`src/rtl/uart_pkg.sv`:
```
// Shared UART definitions for the receive and transmit sides.
package uart_pkg;

  typedef enum logic [2:0] {
    IDLE,
    START,
    DATA,
    PARITY,
    STOP
  } rx_state_t;

  localparam logic PARITY_EVEN = 1'b1;
  localparam logic PARITY_ODD  = 1'b0;

endpackage

```
`src/rtl/uart_rx_if.sv`:
```
// Received-word delivery bundle from the UART receiver to downstream logic.
interface uart_rx_if #(
  parameter int N = 8
);
  logic [N-1:0] data_out;
  logic         data_valid;
  logic         parity_err;
  logic         frame_err;
  logic         busy;

  modport master (
    output data_out,
    output data_valid,
    output parity_err,
    output frame_err,
    output busy
  );

  modport slave (
    input data_out,
    input data_valid,
    input parity_err,
    input frame_err,
    input busy
  );
endinterface

```
`src/rtl/uart_rx_sync.sv`:
```
// Two-flop synchroniser for an asynchronous single-bit input.
module uart_rx_sync #(
  parameter logic RESET_VAL = 1'b1
) (
  input  logic clk,
  input  logic resetn,
  input  logic d,
  output logic q
);

  logic meta;

  always_ff @(posedge clk or negedge resetn) begin
    if (!resetn) begin
      meta <= RESET_VAL;
      q    <= RESET_VAL;
    end else begin
      meta <= d;
      q    <= meta;
    end
  end

endmodule

```
`src/rtl/uart_rx.sv`:
```
// UART receiver: oversampled start detect, mid-bit sampling, LSB-first
// deserialisation, optional parity check and stop-bit check.
//
// state  | meaning
// IDLE   | waiting for the synchronised line to go low
// START  | counting to mid start bit; confirm or reject as glitch
// DATA   | sampling N data bits, one per OVERSAMPLE ticks
// PARITY | sampling the parity bit
// STOP   | sampling the stop bit; result published, back to IDLE
module uart_rx
  import uart_pkg::*;
#(
  parameter int N          = 8,
  parameter int OVERSAMPLE = 16
) (
  input  logic       clk,
  input  logic       resetn,
  input  logic       sample_tick,
  input  logic       parity_en,
  input  logic       parity_type_even_odd,
  input  logic       Rx_in,
  uart_rx_if.master  rx_if
);

  localparam int TW = (OVERSAMPLE > 1) ? $clog2(OVERSAMPLE) : 1;
  localparam int BW = (N > 1) ? $clog2(N) : 1;
  localparam logic [TW-1:0] T_MID  = TW'(OVERSAMPLE / 2 - 1);
  localparam logic [TW-1:0] T_END  = TW'(OVERSAMPLE - 1);
  localparam logic [BW-1:0] B_LAST = BW'(N - 1);

  rx_state_t     state, state_nxt;
  logic          rx_s;
  logic [TW-1:0] tick_cnt;
  logic [BW-1:0] bit_cnt;
  logic [N-1:0]  shift_reg;
  logic          parity_bit;
  logic          break_hold;
  logic [N-1:0]  data_q;
  logic          valid_q, parity_err_q, frame_err_q;

  logic tick_clr, tick_inc, bit_clr, bit_inc, shift_en, par_cap, stop_cap;
  logic tick_end;

  uart_rx_sync #(.RESET_VAL(1'b1)) u_sync (
    .clk    (clk),
    .resetn (resetn),
    .d      (Rx_in),
    .q      (rx_s)
  );

  always_ff @(posedge clk or negedge resetn) begin
    if (!resetn) state <= IDLE;
    else         state <= state_nxt;
  end

  always_comb begin
    state_nxt = state;
    tick_clr  = 1'b0;
    tick_inc  = 1'b0;
    bit_clr   = 1'b0;
    bit_inc   = 1'b0;
    shift_en  = 1'b0;
    par_cap   = 1'b0;
    stop_cap  = 1'b0;
    tick_end  = (tick_cnt == T_END);
    case (state)
      IDLE: begin
        if (!rx_s) begin
          state_nxt = START;
          tick_clr  = 1'b1;
        end
      end
      START: begin
        if (sample_tick) begin
          if (tick_cnt == T_MID) begin
            tick_clr = 1'b1;
            bit_clr  = 1'b1;
            // a held-low line after a framing error is a break, not a new start
            state_nxt = (!rx_s && !break_hold) ? DATA : IDLE;
          end else begin
            tick_inc = 1'b1;
          end
        end
      end
      DATA: begin
        if (sample_tick) begin
          if (tick_end) begin
            shift_en = 1'b1;
            tick_clr = 1'b1;
            if (bit_cnt == B_LAST) state_nxt = parity_en ? PARITY : STOP;
            else                   bit_inc   = 1'b1;
          end else begin
            tick_inc = 1'b1;
          end
        end
      end
      PARITY: begin
        if (sample_tick) begin
          if (tick_end) begin
            par_cap   = 1'b1;
            tick_clr  = 1'b1;
            state_nxt = STOP;
          end else begin
            tick_inc = 1'b1;
          end
        end
      end
      STOP: begin
        if (sample_tick) begin
          if (tick_end) begin
            stop_cap  = 1'b1;
            tick_clr  = 1'b1;
            state_nxt = IDLE;
          end else begin
            tick_inc = 1'b1;
          end
        end
      end
      default: state_nxt = IDLE;
    endcase
  end

  always_ff @(posedge clk or negedge resetn) begin
    if (!resetn) begin
      tick_cnt     <= '0;
      bit_cnt      <= '0;
      shift_reg    <= '0;
      parity_bit   <= 1'b0;
      break_hold   <= 1'b0;
      data_q       <= '0;
      valid_q      <= 1'b0;
      parity_err_q <= 1'b0;
      frame_err_q  <= 1'b0;
    end else begin
      valid_q <= 1'b0;
      if (tick_clr)      tick_cnt <= '0;
      else if (tick_inc) tick_cnt <= tick_cnt + 1'b1;
      if (bit_clr)       bit_cnt <= '0;
      else if (bit_inc)  bit_cnt <= bit_cnt + 1'b1;
      if (shift_en) shift_reg  <= {rx_s, shift_reg[N-1:1]};
      if (par_cap)  parity_bit <= rx_s;
      if (stop_cap)  break_hold <= ~rx_s;
      else if (rx_s) break_hold <= 1'b0;
      if (stop_cap) begin
        data_q       <= shift_reg;
        valid_q      <= 1'b1;
        frame_err_q  <= ~rx_s;
        parity_err_q <= parity_en & ((^{shift_reg, parity_bit}) != ~parity_type_even_odd);
      end
    end
  end

  assign rx_if.data_out   = data_q;
  assign rx_if.data_valid = valid_q;
  assign rx_if.parity_err = parity_err_q;
  assign rx_if.frame_err  = frame_err_q;
  assign rx_if.busy       = (state != IDLE);

endmodule
```
`src/flat_wrapper.sv`:
```
// flat-port wrapper written by rule: the top's interface ports become plain ports
module uart_rx_flat import uart_pkg::*;
#(
  parameter int N          = 8,
  parameter int OVERSAMPLE = 16
)
  (clk, resetn, sample_tick, parity_en, parity_type_even_odd, Rx_in, rx_if_data_out, rx_if_data_valid, rx_if_parity_err, rx_if_frame_err, rx_if_busy);
  uart_rx_if #(.N(N)) rx_if_i ();
  input  logic clk;
  input  logic resetn;
  input  logic sample_tick;
  input  logic parity_en;
  input  logic parity_type_even_odd;
  input  logic Rx_in;
  output wire logic [$bits(rx_if_i.data_out)-1:0] rx_if_data_out;
  output wire logic [$bits(rx_if_i.data_valid)-1:0] rx_if_data_valid;
  output wire logic [$bits(rx_if_i.parity_err)-1:0] rx_if_parity_err;
  output wire logic [$bits(rx_if_i.frame_err)-1:0] rx_if_frame_err;
  output wire logic [$bits(rx_if_i.busy)-1:0] rx_if_busy;
  assign rx_if_data_out = rx_if_i.data_out;
  assign rx_if_data_valid = rx_if_i.data_valid;
  assign rx_if_parity_err = rx_if_i.parity_err;
  assign rx_if_frame_err = rx_if_i.frame_err;
  assign rx_if_busy = rx_if_i.busy;
  uart_rx #(.N(N), .OVERSAMPLE(OVERSAMPLE)) u_core (.clk(clk), .resetn(resetn), .sample_tick(sample_tick), .parity_en(parity_en), .parity_type_even_odd(parity_type_even_odd), .Rx_in(Rx_in), .rx_if(rx_if_i));
endmodule
```
`config.mk`:
```
export PLATFORM = sky130hd
export DESIGN_NAME = uart_rx_flat
export DESIGN_NICKNAME = d
export VERILOG_FILES = /design/src/rtl/uart_pkg.sv /design/src/rtl/uart_rx_if.sv /design/src/rtl/uart_rx_sync.sv /design/src/rtl/uart_rx.sv /design/src/flat_wrapper.sv
export SDC_FILE = /design/constraint.sdc
export NUM_CORES = 1
export LEC_CHECK = 0
export ABC_AREA = 1
export BUFFER_PORTS_ARGS = -buffer_cell sky130_fd_sc_hd__buf_2
export CAP_MARGIN = 20
export CORE_MARGIN = 3
export CORE_UTILIZATION = 62
export DETAILED_ROUTE_END_ITERATION = 7
export GPL_TIMING_DRIVEN = 0
export PLACE_DENSITY = 0.88
export REMOVE_ABC_BUFFERS = 1
export SYNTH_ARGS = -nofsm -noshare
export SYNTH_HDL_FRONTEND = slang
export SYNTH_SLANG_ARGS = --single-unit
```
`constraint.sdc`:
```
create_clock -name clk -period 4.5 [get_ports clk]
set_input_delay 0.45 -clock clk [delete_from_list [all_inputs] [get_ports clk]]
set_output_delay 0.45 -clock clk [all_outputs]
set_load 0.05 [all_outputs]
```
* Word-level counts from Yosys, hierarchy flattened
Cells that the tools add are included.
** Operators by class
- Multipliers :: 0
- Divide/modulo/power cells :: 0
- Order comparisons :: 0
- Bitwise gates (word level) :: 3
- Muxes and demuxes :: 39
- Add/sub/neg operators :: 2
- Shift operators :: 0
- Reduce and logical (&&, ||, !) cells :: 11
- Eq/ne operators :: 18
** Operators with widths (count)
- 3-bit two-way mux :: 13
- 1-bit two-way mux :: 20
- 3-bit one-hot mux with 5 select lines :: 1
- 2-bit by 1-bit inequality test with 1-bit output (second input constant) :: 5
- 2-bit inequality test (second input constant) :: 5
- 10-bit AND reduction :: 1
- 9-bit XOR reduction :: 1
- 4-bit two-way mux :: 2
- 3-bit by 2-bit equality test with 1-bit output (second input constant) :: 2
- 3-bit equality test (second input constant) :: 2
- 2-bit nonzero test :: 3
- 4-bit by 1-bit adder with 4-bit output (second input constant) :: 1
- 4-bit by 3-bit equality test with 1-bit output (second input constant) :: 1
- 4-bit equality test (second input constant) :: 1
- 3-bit by 1-bit adder with 3-bit output (second input constant) :: 1
- 3-bit by 1-bit equality test with 1-bit output (second input constant) :: 1
- 3-bit zero test :: 1
- 1-bit one-hot mux with 3 select lines :: 1
- 3-bit nonzero test :: 1
- 3-bit OR reduction :: 1
- 1-bit zero test :: 2
- 2-bit two-way mux :: 1
- 1-bit NOT :: 2
- 1-bit one-hot mux with 2 select lines :: 1
- 3 further kinds :: 3
** Word-level totals
- Register bits :: 33
- Memories kept :: 0
- Bits in writable memories :: 0
- Output and inout bits :: 12
- Bits in latches :: 0
- ROM bits :: 0
- Logic and storage cells :: 85

* Longest topological paths before layout
- Depth in word-level cells :: 7
- Mapped depth :: 11

* Hierarchy
Synthesis repeated with hierarchy kept, for this count alone.
** Second synthesis, totals
- Cells, all modules :: 205
- Area total of the unflattened synthesis :: 1700.4 µm²
** Modules (own cells, without submodules)
- uart_rx :: cells each 203, instances 1, area each 1647.8 µm², sequential area each 775.7 µm²
- uart_rx_sync :: cells each 2, instances 1, area each 52.6 µm², sequential area each 52.6 µm²

* Worst setup path before layout
Ideal clock, no wire load.
- Kind :: flip-flop to flip-flop
- Start point :: register u_core.state[1]
- End point :: register u_core.state[0]
- Path buffers :: 0
- Arrival time :: 1388 ps
- Data required time :: 4371 ps
- Library setup time :: 129 ps
- Setup slack :: 2983 ps
- Stages on the path, launching flop included :: 7
- Path through :: dfrtp_1 nor2_1 nand2_1 o22ai_1 nor3_4 nand2_1 o21ai_0
** On the way
- Longest elaborated chain between the ends :: 3
- Elaborated cells between the ends (all ways) :: 17
- Classes of those cells :: eq/ne (14); mux (1); reduce/logical (2)
** Ends and longest elaborated chain
- start, declared :: RTL line uart_rx.sv:31 : rx_state_t state, state_nxt;
- start signal, assigned :: RTL line uart_rx.sv:53 : else state <= state_nxt;
- 3-bit equality test (tied with other cells) :: RTL line uart_rx.sv:66 : case (state)
- 2-bit by 1-bit inequality test with 1-bit output (no line) / 2-bit inequality test (equally long branches)
- 10-bit AND reduction (no line)
Several ways; a longest one is shown, not always the timed one.
A chain may end at the register's enable or synchronous reset.

* Final worst setup path
- Start point :: register u_core.state[1]
- End point :: output port rx_if_busy
** On the way
- Longest elaborated chain between the ends :: 1
** Ends and longest elaborated chain
- 3-bit nonzero test :: RTL line uart_rx.sv:157 : assign rx_if.busy = (state != IDLE);
- end, declared :: RTL line flat_wrapper.sv:19 : output wire logic [$bits(rx_if_i.busy)-1:0] rx_if_busy;
Every way passes these cells.

==> reports/summary.txt <==
Number of routed nets with antenna violations: 0
Routed len/inst: 11.7 um
PostCTS Resize Cnt: 0
Clk_lat worst skew: 340 ps
Peak VDD IR: 382 uV
Final setup viols: 0
First-pass GRT wire length: 5.32 mm
Non-Filler Instances: 256
Part of the cycle the worst path needs: 39.1%
Largest area contributor in the netlist: dfrtp_1
Min setup slack post-route: 2740 ps
Post-CTS Hold Fix Bufs: 0
Share of the synthesized area in the top cell type: 46.0%
Grt total ovfl: 0
Final Max Slew Viols: 0
CP arrival: 1310 ps
Die Width: 58.1 um
Slew at the pin closest to its max-slew limit: 704 ps
Worst min-delay path class: in2async
Root Buffer: clkbuf_4
Synth cell types: 25
Port bufs: 17
Synth area leaders: dfrtp_1 (46%), nand2_1 (16%), inv_1 (4.9%)
Num rows: 18
DR vias/cell: 5.22
Gr usage total: 21.1%
Fin area: 1850 um^2
Crit path time final: 1760 ps
Initial DRC Count: 59
Mapped cell area: 1690 um^2
R2R setup slack: 2830 ps
Register area share after synthesis: 49.1%
Pwr/cell area: 406 nW/um^2
Placed cells: 248
Area of the multi-input gates: 728 um^2
Post-CTS Setup Bufs: 0
Initial antenna violation count: 0
CP required: 4050 ps
TNS Setup: 0 ps
Initial core utilization: 66.8%
DP Area: 1780 um^2
Slowest cell on crit path: dfrtp_1
Core area: 2520 um^2
Final net count: 234
Post-Route WL: 3.00 mm
Fin. Hold Viols: 0
Ys flop type: dfrtp_1
Startpoint types: register
Status: completed
Fill count: 217
Pin count of the biggest net entering global routing: 34
Layout cells sized above 1: 23.0%
Ys async rst share: 100%
H-tree depth: 2
Crit path max fanout: 4
Via count: 1336
YS warnings: 0
CTS tree: built
Design Power: 0.000752 W
Clock Path Buffers: 2
CP cell instances: nor2_1, nand2_1, buf_2
CTS Buf Count: 5
Clock Skew: 3.94 ps
Placer Congestion: 0.858
Leak: 0.977 nW
Slew HR: 53.0%
# diodes: 0
DR DRC count: 0
Setup Slack @ Placement: 2830 ps
Most common cell in the netlist: nand2_1
FF+latch count, synth: 33
RSZ-0062 raised after global routing: false
Number of flops mapped to enable cells by yosys: 0
DIE HEIGHT: 58.1 um
Reg area: 828 um^2
WP buf/inv: 1
Ports: 18
Post-synth top cells: nand2_1 (72), dfrtp_1 (31), inv_1 (22)
MaxCap Viol Count: 0
Sink Count: 33
Vias in the first global route: 1252
CTS clk-pin slew, worst paths: 100 ps
CP Capture Type: primary output
Family with the most delay on the worst path: flip-flops
Die area: 3380 um^2
Crit path kind: reg2out
Area Overhead vs Synth: 9.80%
TritonRoute pass-1 iters: 4
Syn avg cell area: 8.26 um^2
Fmax: 0.568 GHz
Dpl hpwl: 2.16 mm
CP peak stage delay: 430 ps
Mapped Cells: 204
## layout make-up
cell class | instances | area share [%]
flip-flops and latches | 33 | 44.8
multi-input cells | 141 | 39.4
inverters | 27 | 5.48
repair buffers | 17 | 4.60
clock buffers | 7 | 3.52
well taps | 30 | 2.03
clock inverters | 1 | 0.270
## worst paths after layout
path | cells past startpoint | from | end
setup reg to reg | 8 | u_core.tick_cnt[0] | u_core.rx_if.frame_err
min in group clk | 1 | Rx_in | u_core.u_sync.meta
setup / recovery | 3 | u_core.state[1] | rx_if_busy
hold reg to reg | 0 | u_core.u_sync.meta | u_core.u_sync.q
hold / removal | 1 | resetn | u_core.rx_if.data_out[3]
max in group asynchronous | 1 | resetn | u_core.tick_cnt[1]
## cell families after synthesis
kind of cell | Yosys count | share of synthesized area [%]
AND/OR/NAND/NOR | 104 | 27.3
flip-flops | 33 | 49.1
AO/OA/AOI/OAI | 32 | 12.6
buffers and inverters | 30 | 7.65
adder cells (fa/ha/maj) | 3 | 2.23
XOR/XNOR | 2 | 1.04
## routing by layer
metal	vias to the layer above	GRT usage [%]	share of wire (%)
met5	-	0	0
met4	0	11.3	2.6
met3	11	6.24	4.2
met2	24	33.2	45
met1	612	26.0	48
li1	689	-	-
## metrics by stage
stage | utilization [%] | hold WS [ps]
floorplan | - | 154
global placement | 70.6 | 346
detailed placement | 70.6 | 348
CTS | 73.4 | 166
global route | 73.4 | 170
finish | 73.4 | 152
## cell usage in the layout (no fill, tap or decap)
cell type and count:
a31o_2 1, clkinv_2 1, a21oi_1 2, buf_2 17, clkbuf_8 2, o22ai_1 1, o21a_1 1, dfrtp_1 31
nor2_1 10, nor2_2 4, nor2_4 1, clkbuf_4 5, xor2_1 2, nand4_1 4, o21ai_2 9, inv_1 22
nor3_4 1, o21ai_1 2, nand3_2 2, o21ai_0 15, ha_1 3, a21oi_4 1, dfstp_2 2, nor3_2 1
nand2_1 72, nand3_1 9, inv_2 5
## power by group
group	total (W)	internal, W	switching (W)
registers	0.000352	0.000325	0.0000276
clock network	0.000188	0.0000904	0.0000971
logic	0.000212	0.0000644	0.000148
total	0.000752	0.000479	0.000273
Power figures use the tool's default switching activity.
